$ cat src/rtl/ff_d_pipe_pkg.sv
// ---------------------------------------------------------------------------
// ff_d_pipe_pkg
//   Shared definitions for the ff_d_pipe register pipeline.
//   - COLLAPSE mode encodings (bubble-collapsing vs. lockstep advance)
//   - clog2 helper used to size the occupancy counter
// ---------------------------------------------------------------------------
package ff_d_pipe_pkg;

  // Pipeline advance modes selected by the COLLAPSE parameter.
  localparam int COLLAPSE_LOCKSTEP = 0;  // all stages move together
  localparam int COLLAPSE_BUBBLE   = 1;  // each stage has its own ready

  // Mirrors the mode encoding as a type for code that carries it as a signal.
  typedef enum logic {
    MODE_LOCKSTEP = 1'b0,
    MODE_BUBBLE   = 1'b1
  } collapse_mode_e;

  // Ceiling log2, usable in constant expressions (port widths).
  // clog2(1) = 0, clog2(2) = 1, clog2(4) = 2, clog2(5) = 3.
  function automatic int clog2(input int value);
    int result;
    int remain;
    result = 0;
    remain = value - 1;
    while (remain > 0) begin
      result = result + 1;
      remain = remain >> 1;
    end
    return result;
  endfunction

endpackage : ff_d_pipe_pkg

$ cat src/rtl/ff_d_pipe_stage.sv
// ---------------------------------------------------------------------------
// ff_d_pipe_stage
//   One pipeline slot: a valid flag plus a payload register.
//
//   Ports
//     clk       rising-edge clock
//     rst_n     asynchronous active-low reset (valid=0, data=RST_DATA)
//     syn_rst   synchronous flush, same effect as reset on the next edge
//     load      slot accepts the value presented on valid_in/data_in
//     valid_in  incoming valid flag (0 loads a bubble)
//     data_in   incoming payload
//     valid     slot holds valid data
//     data      slot payload
// ---------------------------------------------------------------------------
module ff_d_pipe_stage
  import ff_d_pipe_pkg::*;
#(
  parameter int                  DATA_LEN = 1,
  parameter logic [DATA_LEN-1:0] RST_DATA = '0
) (
  input  logic                clk,
  input  logic                rst_n,
  input  logic                syn_rst,
  input  logic                load,
  input  logic                valid_in,
  input  logic [DATA_LEN-1:0] data_in,
  output logic                valid,
  output logic [DATA_LEN-1:0] data
);

  logic                valid_reg;
  logic [DATA_LEN-1:0] data_reg;

  // The payload register is only enabled when a real item arrives; a bubble
  // moving in updates the valid flag alone, so data never toggles for nothing.
  always_ff @(posedge clk or negedge rst_n) begin
    if (!rst_n) begin
      valid_reg <= 1'b0;
      data_reg  <= RST_DATA;
    end else if (syn_rst) begin
      valid_reg <= 1'b0;
      data_reg  <= RST_DATA;
    end else begin
      if (load) begin
        valid_reg <= valid_in;
      end
      if (load && valid_in) begin
        data_reg <= data_in;
      end
    end
  end

  assign valid = valid_reg;
  assign data  = data_reg;

endmodule : ff_d_pipe_stage

$ cat src/rtl/ff_d_pipe.sv
// ---------------------------------------------------------------------------
// ff_d_pipe
//   Valid/ready register pipeline of STAGES slots.
//   COLLAPSE=1: each slot loads when it is empty or its successor moves, so
//               bubbles are squeezed out under backpressure.
//   COLLAPSE=0: all slots advance together when the output is empty or
//               being accepted.
//
//   Ports
//     clk        rising-edge clock
//     rst_n      asynchronous active-low reset
//     syn_rst    synchronous flush of every slot and the counter
//     in_valid   upstream item present
//     in_ready   pipeline accepts an item this cycle
//     data_in    upstream payload
//     out_valid  last slot holds an item
//     out_ready  downstream accepts the item
//     data_out   last-slot payload
//     count      number of occupied slots
// ---------------------------------------------------------------------------
module ff_d_pipe
  import ff_d_pipe_pkg::*;
#(
  parameter int                  DATA_LEN = 1,
  parameter int                  STAGES   = 2,
  parameter logic [DATA_LEN-1:0] RST_DATA = '0,
  parameter int                  COLLAPSE = 1
) (
  input  logic                         clk,
  input  logic                         rst_n,
  input  logic                         syn_rst,
  input  logic                         in_valid,
  output logic                         in_ready,
  input  logic [DATA_LEN-1:0]          data_in,
  output logic                         out_valid,
  input  logic                         out_ready,
  output logic [DATA_LEN-1:0]          data_out,
  output logic [clog2(STAGES+1)-1:0]   count
);

  localparam int            CW        = clog2(STAGES + 1);
  localparam logic [CW-1:0] COUNT_MAX = CW'(STAGES);

  // Elaboration-time parameter sanity.
  if (STAGES < 1 || STAGES > 16) begin : g_bad_stages
    $error("ff_d_pipe: STAGES must be within 1..16");
  end
  if (COLLAPSE != COLLAPSE_BUBBLE && COLLAPSE != COLLAPSE_LOCKSTEP) begin : g_bad_mode
    $error("ff_d_pipe: COLLAPSE must be 0 or 1");
  end

  logic [STAGES-1:0]   stage_valid;
  logic [DATA_LEN-1:0] stage_data [STAGES];

  // ready_chain[i] is the load enable of slot i; the extra top entry is the
  // downstream ready, i.e. the "load" of the consumer behind the last slot.
  logic [STAGES:0]     ready_chain;

  logic                in_xfer;
  logic                out_xfer;
  logic [CW-1:0]       count_reg;

  assign ready_chain[STAGES] = out_ready;

  assign out_valid = stage_valid[STAGES-1];
  assign data_out  = stage_data[STAGES-1];

  // Flush wins over everything: nothing is accepted while syn_rst is high.
  assign in_ready  = ready_chain[0] && !syn_rst;
  assign in_xfer   = in_valid && in_ready;
  assign out_xfer  = out_valid && out_ready;

  genvar gi;
  generate
    for (gi = 0; gi < STAGES; gi++) begin : g_stage
      logic                valid_feed;
      logic [DATA_LEN-1:0] data_feed;

      if (gi == 0) begin : g_head
        // Only a completed handshake turns into a valid entry.
        assign valid_feed = in_xfer;
        assign data_feed  = data_in;
      end else begin : g_body
        assign valid_feed = stage_valid[gi-1];
        assign data_feed  = stage_data[gi-1];
      end

      if (COLLAPSE == COLLAPSE_BUBBLE) begin : g_bubble
        // Empty slot always loads; a full one loads only if its contents move on.
        assign ready_chain[gi] = !stage_valid[gi] || ready_chain[gi+1];
      end else begin : g_lockstep
        // Single global advance: the output is free or being consumed.
        assign ready_chain[gi] = !stage_valid[STAGES-1] || ready_chain[STAGES];
      end

      ff_d_pipe_stage #(
        .DATA_LEN (DATA_LEN),
        .RST_DATA (RST_DATA)
      ) u_stage (
        .clk      (clk),
        .rst_n    (rst_n),
        .syn_rst  (syn_rst),
        .load     (ready_chain[gi]),
        .valid_in (valid_feed),
        .data_in  (data_feed),
        .valid    (stage_valid[gi]),
        .data     (stage_data[gi])
      );
    end
  endgenerate

  // Occupancy counter tracks handshakes on both ends. The bound checks can
  // never trip with the handshake rules above; they keep the counter
  // saturating should a caller violate valid/ready semantics.
  always_ff @(posedge clk or negedge rst_n) begin
    if (!rst_n) begin
      count_reg <= '0;
    end else if (syn_rst) begin
      count_reg <= '0;
    end else if (in_xfer && !out_xfer && count_reg != COUNT_MAX) begin
      count_reg <= count_reg + CW'(1);
    end else if (!in_xfer && out_xfer && count_reg != '0) begin
      count_reg <= count_reg - CW'(1);
    end
  end

  assign count = count_reg;

endmodule : ff_d_pipe
$ cat config.mk
export PLATFORM = sky130hd
export DESIGN_NAME = ff_d_pipe
export DESIGN_NICKNAME = d
export VERILOG_FILES = /design/src/rtl/ff_d_pipe_pkg.sv /design/src/rtl/ff_d_pipe_stage.sv /design/src/rtl/ff_d_pipe.sv
export SDC_FILE = /design/constraint.sdc
export NUM_CORES = 1
export LEC_CHECK = 0
export ABC_CLOCK_PERIOD_IN_PS = 3100
export CAP_MARGIN = 20
export CORE_AREA = 4 4 41 43
export CTS_BUF_LIST = sky130_fd_sc_hd__clkbuf_8
export CTS_CLUSTER_DIAMETER = 60
export CTS_CLUSTER_SIZE = 20
export DETAILED_ROUTE_END_ITERATION = 12
export DIE_AREA = 0 0 45 47
export PLACE_DENSITY_LB_ADDON = 0.3
export SLEW_MARGIN = 20
export SYNTH_ARGS = -nofsm -noshare
export SYNTH_HDL_FRONTEND = slang
export SYNTH_HIERARCHICAL = 1
export SYNTH_SLANG_ARGS = --single-unit
$ cat constraint.sdc
create_clock -name clk -period 3.1 [get_ports clk]
set_input_delay 0.62 -clock clk [delete_from_list [all_inputs] [get_ports clk]]
set_output_delay 0.62 -clock clk [all_outputs]
set_load 0.02 [all_outputs]
# After elaboration in Yosys (flattened, before gate mapping)
# Cells that the tools add are included.
[word_totals]
reg_bits = 6
in_bits = 6
out_inout_bits = 5
elab_cells = 41
[classes]
addsub = 2
n_eq_ne = 1
muxes = 11
n_reduce_logical = 22
[ops]
columns = ["op", "count"]
rows = [
  ["nonzero test 2 bit", 5],
  ["logical AND 1 bit", 9],
  ["two-way mux 1 bit", 8],
  ["two-way mux 2 bit", 3],
  ["zero test 1 bit", 5],
  ["nonzero test 3 bit", 1],
  ["adder 2 x 1 -> 2 bit, second input constant", 1],
  ["logical OR 1 bit", 2],
  ["!= test 2 bit, second input constant", 1],
  ["subtractor 2 x 1 -> 2 bit, second input constant", 1],
]

# Logic depth before layout (Yosys ltp)
# Gate-level depths: netlist of the first run.
[logic_depth]
word_depth = 11
ltp_mapped = 5
mapped_depth_nobuf = 5

# Cells and area by module
# Netlist of the first run, hierarchy kept.
[by_module_without_submodules]
columns = ["module", "instances", "cells_each", "area_each_um2"]
rows = [
  ["ff_d_pipe", 1, 21, 188.9],
  ["ff_d_pipe_stage", 2, 7, 87.6],
]

# Worst setup path before layout of the first run
# No wires, ideal clock.
[synth_path]
path_kind = "input port to output port"
startpoint = "input port out_ready"
endpoint = "output port in_ready"
t_arrival_ns = 1.124
required_ns = 2.480
setup_slack_ns = 1.356
path_stages = 2
path_buffers = 0
path_cell_list = "nand3b_4 > nor2b_1"
[synth_via]
elab_chain_cells = 3
[synth_rtl]
columns = ["element", "line", "source"]
rows = [
  ["start: declaration", "ff_d_pipe.sv:36", "input logic out_ready,"],
  ["logical OR 1 bit (2 in a row)", "ff_d_pipe.sv:90", "assign ready_chain[gi] = !stage_valid[gi] || ready_chain[gi+1];"],
  ["logical AND 1 bit", "ff_d_pipe.sv:69", "assign in_ready = ready_chain[0] && !syn_rst;"],
  ["end: declaration", "ff_d_pipe.sv:33", "output logic in_ready,"],
]
# No other way between the ends.

# Worst setup path in the final report of the first run
[layout_path]
startpoint = "input port out_ready"
endpoint = "output port in_ready"
[layout_via]
elab_chain_cells = 3
[layout_rtl]
columns = ["element", "line", "source"]
rows = [
  ["logical OR 1 bit (2 in a row)", "ff_d_pipe.sv:90", ""],
  ["named net ready_chain[0]", "ff_d_pipe.sv:57", "logic [STAGES:0] ready_chain;"],
  ["logical AND 1 bit", "ff_d_pipe.sv:69", ""],
]
# The timed path passes the listed nets, and every way through them passes these cells.

==> results of run 1 <==
[cell families (layout without fill, tap and decap cells)]
logic type / Yosys count / count (layout) / synth area share [%]
AND/OR/NAND/NOR: 17 / 17 / 31.96
AO/OA/AOI/OAI: 10 / 10 / 21.31
flip-flops: 6 / 6 / 41.24
multiplexers: 2 / 2 / 5.499
buffers and inverters: 0 / 14 / 0
[worst min-delay path: cells and delay by family (launching register included)]
kind               cells  cell delay [ns]
AOI/OAI and AO/OA      1             0.05
DFF                    1             0.36
and+or+nand+nor        1             0.09
[power groups by stage]
stage / registers, mW / logic [mW] / clock network (mW)
finish: 0.0873 / 0.0369 / 0.111
global route: 0.0878 / 0.0405 / 0.118
CTS: 0.0873 / 0.0373 / 0.115
detailed placement: 0.0882 / 0.0371 / 0
global placement: 0.0883 / 0.0374 / 0
floorplan: 0.0902 / 0.0141 / 0
[per-layer routing]
layer	vias to the layer above	track usage [%]	wire length (um)
li1	161	-	-
met1	144	11.45	347
met2	10	10.73	353
met3	2	1.533	38
met4	0	7.018	16
met5	-	0	0
[worst max path at each step]
stage,from,endpoint,slack [ns]
final,out_ready,in_ready,0.33
after global routing,out_ready,in_ready,0.22
after CTS,out_ready,in_ready,0.33
after detailed placement,out_ready,in_ready,0.34
after global placement,out_ready,in_ready,0.36
after floorplan,out_ready,in_ready,1.36
[area by class of cell]
class	count	area [sq um]	area share, %
timing repair buffer	11	107.6	20.24
sequential	6	150.1	28.24
tap	15	18.77	3.529
clock buffer	3	41.29	7.765
multi-input combinational	29	214.0	40.24
[cell usage in the layout (no fill, tap or decap)]
cell type         n
a21bo_1           2
a21boi_0          1
a21oi_1           1
a21oi_2           2
a31oi_1           2
and3_1            1
and4b_1           1
buf_4             1
clkbuf_8          3
clkdlybuf4s50_1  10
dfrtp_1           6
mux2i_1           2
nand2_1           2
nand2b_1          2
nand3_1           2
nand3b_1          1
nand3b_4          1
nand4_1           1
nor2_1            4
nor2b_1           1
nor4b_2           1
o22ai_1           1
o2bb2ai_1         1
[per-stage QoR]
step	hold slack [ns]	power, mW
3_3_place_gp	0.5486	0.1257
6_report	0.5560	0.2353
2_1_floorplan	0.3244	0.1043
3_5_place_dp	0.5585	0.1252
4_1_cts	0.5627	0.2400
5_1_grt	0.5942	0.2466
==> impl_metrics.ini, run 1 <==
[outcome]
status = finished, final reports clean

[sta]
finalSetupTns_ns = 0
period_minus_slack_ns = 2.766
setup_ws_ns = 0.3344
clock_skew_ns = 0.0007175
rsz0062_at_grt = no
timing_hold_violations_final = 0
worstMarginPinSlew_ns = 0.2979
slew_violations = 0
relSlewSlack_pct = 80.14
period_share_pct = 89.21
setup_violations = 0
fmax_mhz = 361.6

[floorplanning]
die_y_um = 47
core.rowCount = 13
core_area_sq_mm = 0.001301
start_util_pct = 27.98
chipWidth_um = 45
dieArea_sq_mm = 0.002115
io_pins = 11

[setup_path]
r2r-start = g_stage[1].u_stage/valid
required_ns = 2.48
path_cells = clkdlybuf4s50_1, nand3b_4, nor2b_1, clkdlybuf4s50_1
cp_num_buf_inv = 2
path_delay_family = buffers and inverters
slowest_stage = clkdlybuf4s50_1
crit_cells = 4
r2r_cells = 5
path_class = in -> out
cp.arrival_ns = 2.15
endpoint_kind = primary output
cp_max_fo = 9
slowest_delay_ns = 0.60
regToRegSetupSlack_ns = 1.86
cp-start-kind = input pin
path_common_cell = clkdlybuf4s50_1
r2r_end = g_stage[0].u_stage/data

[clock_network]
path_clk_slew_ns = 0.03
ctsResizeCount = 0
clk_latency_ns = 0.22
cts_tree = built
htree_levels = 1
cts_buffers = 3
hold_buffers = 0
cts_setup_buffers = 0
cts_root_buffer = clkbuf_8
cts.path.max_buffers = 2
clock_sinks = 6

[logic_synthesis]
seq_area_frac_synth_pct = 41.24
async_flop_share_pct = 100.0
synth_enable_flop_cells = 0
synth.avg_cell_area_sq_um = 10.40
syn_area_sq_um = 364.1
synth_fp_nets = 41
yosys_warnings = 6
yosys.area.top_type = dfrtp_1
synth_most_common_cell = dfrtp_1
synth.top_cells.by_count = 6 x dfrtp_1, 4 x nor2_1
ys_seq_elements = 6
postSynthCellCount = 35
ys_top_cells_by_area = dfrtp_1 41%, a21bo_1 5.5%, mux2i_1 5.5%
ys_types = 20
synth_top_cell_area_share_pct = 41.24
synth_ff_type = dfrtp_1

[global_routing]
grt_max_degree = 10
antenna_found_initial = 0
grt_pass1_wl_mm = 1.193
grtUsageTotal_pct = 8.214
grt_pass1_vias = 280
grt_overflow = 0

[cells_and_area]
n_fill_cell = 145
fin_util_pct = 40.87
final_cells = 64
design_area_sq_um = 531.8
fin_nets = 57
drive_above_1_share_pct = 16.33
insertedDiodeCount = 0
syn_to_final_growth_pct = 46.05

[hold_path]
hold_path_end = g_stage[1].u_stage/data
hold_start = g_stage[0].u_stage/data
hold_class = reg -> reg
hold_depth = 2

[power]
pwr-share-seq_pct = 37.1
leakagePower_nw = 0.2507
cellPowerDensity_mw_per_mm2 = 442.6
p_sw_share_pct = 21.41
switching_power_mw = 0.05037
max-vdd-ir-drop_mv = 0.2256
p_clk_share_pct = 47.2
p_int_mw = 0.1850
combPwrFrac_pct = 15.7

[placement]
dp_slack_ns = 0.3404
io_buffers = 10
dpl.cell_count = 61
gp_congestion = 0.7057
place_area_sq_um = 490.5

[detailed_routing]
num_vias = 317
finalWirelength_um = 756
via_per_inst = 4.953
wl_per_cell_um = 11.81
drcViolationCount = 0
drt_first_pass_iters = 4
drtIter0Drc = 5
postRouteAntennaNets = 0

[run]
cap_violations = 0
Note: power is estimated with default switching activity, not from simulation.
==> inputs of run 2 (changes only) <==
--- a/config.mk
+++ b/config.mk
@@ -13,6 +13,7 @@
 export CTS_CLUSTER_SIZE = 20
 export DETAILED_ROUTE_END_ITERATION = 12
 export DIE_AREA = 0 0 45 47
+export DONT_BUFFER_PORTS = 1
 export PLACE_DENSITY_LB_ADDON = 0.3
 export SLEW_MARGIN = 20
 export SYNTH_ARGS = -nofsm -noshare
==> run 2 against run 1 <==
Effect of this change: sequential power grew 3.9%; sequential share of layout area rose by 7.2 points; fmax is 41% higher; flip-flop and latch count unchanged; clock power about the same; first-iteration DRC count unchanged; combinational power decreased by 56%; core utilization is 8.3 points lower; worst hold slack worse by 0.46 ns; critical endpoint unchanged; largest cell class unchanged.
==> impl_metrics.ini, run 2 (synthesis results as in run 1) <==
[floorplanning]
dieArea_sq_mm = 0.002115
die_y_um = 47
chipWidth_um = 45
core_area_sq_mm = 0.001301
start_util_pct = 27.98
core.rowCount = 13
io_pins = 11

[cells_and_area]
final_cell_mix = 6 x dfrtp_1, 4 x nor2_1, 3 x clkbuf_8
fin_util_pct = 32.60
insertedDiodeCount = 0
drive_above_1_share_pct = 18.42
fin_nets = 46
final_common_cell = dfrtp_1
n_fill_cell = 134
syn_to_final_growth_pct = 16.49

[setup_path]
cp.arrival_ns = 1.35
required_ns = 2.48
regToRegSetupSlack_ns = 1.72
endpoint_kind = primary output
cp_max_fo = 9
path_class = reg -> out
cp-start-kind = flop

[global_routing]
grt_pass1_wl_mm = 1.159
antenna_found_initial = 0
grtUsageTotal_pct = 7.895
grt_max_degree = 10
grt_overflow = 0
grt_pass1_vias = 250

[clock_network]
cts_tree = built
cts_buffers = 3
clock_sinks = 6
hold_buffers = 0
clk_latency_ns = 0.21
cts.path.max_buffers = 2
path_clk_slew_ns = 0.03
htree_levels = 1
ctsResizeCount = 0
cts_setup_buffers = 0
cts_root_buffer = clkbuf_8

[sta]
fmax_mhz = 508.1
rsz0062_at_grt = no
slew_violations = 0
worstMarginPinSlew_ns = 0.4477
setup_violations = 0
period_minus_slack_ns = 1.968
period_share_pct = 63.49
relSlewSlack_pct = 70.15
timing_hold_violations_final = 0
hold_slack_ns = 0.1007
finalSetupTns_ns = 0
clock_skew_ns = 0.0001513

[detailed_routing]
num_vias = 275
drt_first_pass_iters = 4
wl_per_cell_um = 14.04
drtIter0Drc = 5
via_per_inst = 5.189
drcViolationCount = 0
postRouteAntennaNets = 0
finalWirelength_um = 744

[placement]
hpwl_um = 591.4
io_buffers = 0
gp_congestion = 0.6704

[power]
leakagePower_nw = 0.2085
max-vdd-ir-drop_mv = 0.2480
cellPowerDensity_mw_per_mm2 = 513.3

[outcome]
status = finished, final reports clean

[hold_path]
hold_class = in -> async

[run]
cap_violations = 0
-- run 2: cell count changes in the layout (fill, tap and decap cells not counted), sizes merged --
cell,delta
buf,-1
clkdlybuf4s50,-10
-- run 2: critical path, cell delays in order (launching register included) --
cell and delay, ns:
dfrtp_1 0.53, nand3b_4 0.21, nor2b_1 0.38
-- run 2: metrics by stage --
stage               power [mW]  cells  setup slack (ns)  cell area (sq um)
floorplan               0.1043     35             1.356              364.1
CTS                     0.2227     53             1.115              424.2
detailed placement      0.1078     50             1.307              382.9
global route            0.2279     53             1.063              424.2
global placement        0.1071     50             1.320              382.9
finish                  0.2177     53             1.132              424.2
-- run 2: final timing paths --
path / start / end / depth (start not counted)
setup / recovery: g_stage[1].u_stage/valid / in_ready / 2
hold / removal: rst_n / count[0] / 0
setup reg to reg: g_stage[1].u_stage/valid / g_stage[0].u_stage/data / 5
hold reg to reg: g_stage[0].u_stage/data / g_stage[1].u_stage/data / 2
max in group asynchronous: rst_n / count[1] / 0
min in group clk: syn_rst / g_stage[1].u_stage/data / 1
-- run 2: area by class of cell --
cell class	count	area [sq um]	share of cell area [%]
Multi-Input combinational cell	29	214.0	50.44
Tap cell	15	18.77	4.425
Clock buffer	3	41.29	9.735
Sequential cell	6	150.1	35.40
-- run 2: routing by layer --
layer	global-route usage [%]	up-vias	wire, um
li1	-	140	-
met5	0	-	0
met1	10.05	131	302
met2	11.02	4	401
met3	1.916	0	39
met4	7.018	0	0
-- run 2: power by group --
part           switching (mW)  leakage [nW]  internal [mW]
combinational         0.00770         0.106        0.00838
sequential            0.00837        0.0814         0.0823
clock                  0.0281        0.0216         0.0829
total                  0.0441         0.209          0.174
==> inputs of run 3 (changes only) <==
--- a/config.mk
+++ b/config.mk
@@ -5,7 +5,7 @@
 export SDC_FILE = /design/constraint.sdc
 export NUM_CORES = 1
 export LEC_CHECK = 0
-export ABC_CLOCK_PERIOD_IN_PS = 3100
+export ABC_CLOCK_PERIOD_IN_PS = 2000
 export CAP_MARGIN = 20
 export CORE_AREA = 4 4 41 43
 export CTS_BUF_LIST = sky130_fd_sc_hd__clkbuf_8
==> constraint.sdc (replaced) <==
create_clock -name clk -period 2 [get_ports clk]
set_input_delay 0.4 -clock clk [delete_from_list [all_inputs] [get_ports clk]]
set_output_delay 0.4 -clock clk [all_outputs]
set_load 0.02 [all_outputs]
==> run 3 against run 2 <==
Effect of this change: global-route usage grew 0.48 points; largest cell class unchanged; critical path type unchanged; largest power group unchanged; clock power grew 55%; register-to-register slack lost 1.1 ns.
==> impl_metrics.ini, run 3 (synthesis results as in run 1) <==
[outcome]
status = finished, final reports clean

[sta]
rsz0062_at_grt = no
finalSetupTns_ns = 0
hold_slack_ns = 0.2394
slew_violations = 0
worstMarginPinSlew_ns = 0.4627
relSlewSlack_pct = 69.16
fmax_mhz = 570.1
period_minus_slack_ns = 1.754
clock_skew_ns = 0.0004777
timing_hold_violations_final = 0
period_share_pct = 87.70
setup_violations = 0

[cells_and_area]
fin_nets = 47
final_common_cell = dfrtp_1
syn_to_final_growth_pct = 19.24
fin_util_pct = 33.37
n_fill_cell = 144
insertedDiodeCount = 0
final_cell_mix = 6 x dfrtp_1, 4 x nor2_1, 3 x clkbuf_8
drive_above_1_share_pct = 17.95

[hold_path]
hold_start = syn_rst
hold_class = in -> reg
hold_depth = 1
hold_path_end = g_stage[1].u_stage/data

[detailed_routing]
finalWirelength_um = 753
drt_first_pass_iters = 4
drcViolationCount = 0
wl_per_cell_um = 13.94
postRouteAntennaNets = 0
drtIter0Drc = 11
num_vias = 273
via_per_inst = 5.056

[clock_network]
hold_buffers = 1
cts_tree = built
cts_setup_buffers = 0
ctsResizeCount = 0
htree_levels = 1
path_clk_slew_ns = 0.03
clk_latency_ns = 0.22
cts_buffers = 3
clock_sinks = 6
cts.path.max_buffers = 2
cts_root_buffer = clkbuf_8

[floorplanning]
chipWidth_um = 45
core_area_sq_mm = 0.001301
die_y_um = 47
core.rowCount = 13
start_util_pct = 27.98
dieArea_sq_mm = 0.002115
io_pins = 11

[global_routing]
grt_pass1_vias = 263
grt_overflow = 0
grt_max_degree = 10
antenna_found_initial = 0
grtUsageTotal_pct = 8.373
grt_pass1_wl_mm = 1.200

[power]
pwr-share-seq_pct = 41.3
max-vdd-ir-drop_mv = 0.3937
p_clk_share_pct = 50.5
combPwrFrac_pct = 8.2
switching_power_mw = 0.07019
p_sw_share_pct = 20.61
leakagePower_nw = 0.2127
power_mw = 0.3405
p_int_mw = 0.2704
cellPowerDensity_mw_per_mm2 = 784.4

[setup_path]
regToRegSetupSlack_ns = 0.62
r2r_end = g_stage[0].u_stage/data
r2r-start = g_stage[1].u_stage/valid
cp_max_fo = 9
cp.arrival_ns = 1.35
cp-start-kind = flop
required_ns = 1.60
r2r_cells = 5
path_class = reg -> out
endpoint_kind = primary output

[placement]
io_buffers = 0
gp_congestion = 0.6746
hpwl_um = 567.6

[run]
cap_violations = 0
run 3: cell types whose count changed in the layout (fill, tap and decap cells not counted):
cell           delta
dlygate4sd3_1     +1
run 3: metal layers:
| layer | global-route usage, % | wire (um) |
|---|---|---|
| met2 | 11.02 | 373 |
| met5 | 0 | 0 |
| met3 | 1.916 | 39 |
| met1 | 10.75 | 341 |
| met4 | 8.772 | 0 |
run 3: how the worst max path moves through the flow:
stage                                   startpoint  endpoint  slack (ns)  depth (start not counted)
after global placement    g_stage[1].u_stage/valid  in_ready        0.50                          2
after global routing      g_stage[1].u_stage/valid  in_ready        0.17                          2
after detailed placement  g_stage[1].u_stage/valid  in_ready        0.47                          2
after CTS                 g_stage[1].u_stage/valid  in_ready        0.24                          2
after floorplan           g_stage[1].u_stage/valid  in_ready        0.56                          2
final                     g_stage[1].u_stage/valid  in_ready        0.25                          2
run 3: per-stage QoR:
step	cell area, sq um	std cells	worst slack [ns]
finish	434.2	54	0.2460
CTS	434.2	54	0.2405
detailed placement	382.9	50	0.4719
global placement	382.9	50	0.4986
global route	434.2	54	0.1698
floorplan	364.1	35	0.5618
run 3: layout make-up:
cell class	instances	area, sq um	area share, %
well taps	15	18.77	4.323
flip-flops and latches	6	150.1	34.58
multi-input cells	29	214.0	49.28
repair buffers	1	10.01	2.305
clock buffers	3	41.29	9.510
run 3: critical path: stages, from the launching register on:
cell and delay [ns]:
dfrtp_1 0.54, nand3b_4 0.21, nor2b_1 0.38
run 3: power by group through the flow:
stage / Combinational (mW) / Clock, mW / Sequential (mW)
global route: 0.0316 / 0.184 / 0.142
detailed placement: 0.0249 / 0 / 0.142
finish: 0.0279 / 0.172 / 0.141
CTS: 0.0284 / 0.179 / 0.140
floorplan: 0.0218 / 0 / 0.140
global placement: 0.0245 / 0 / 0.142
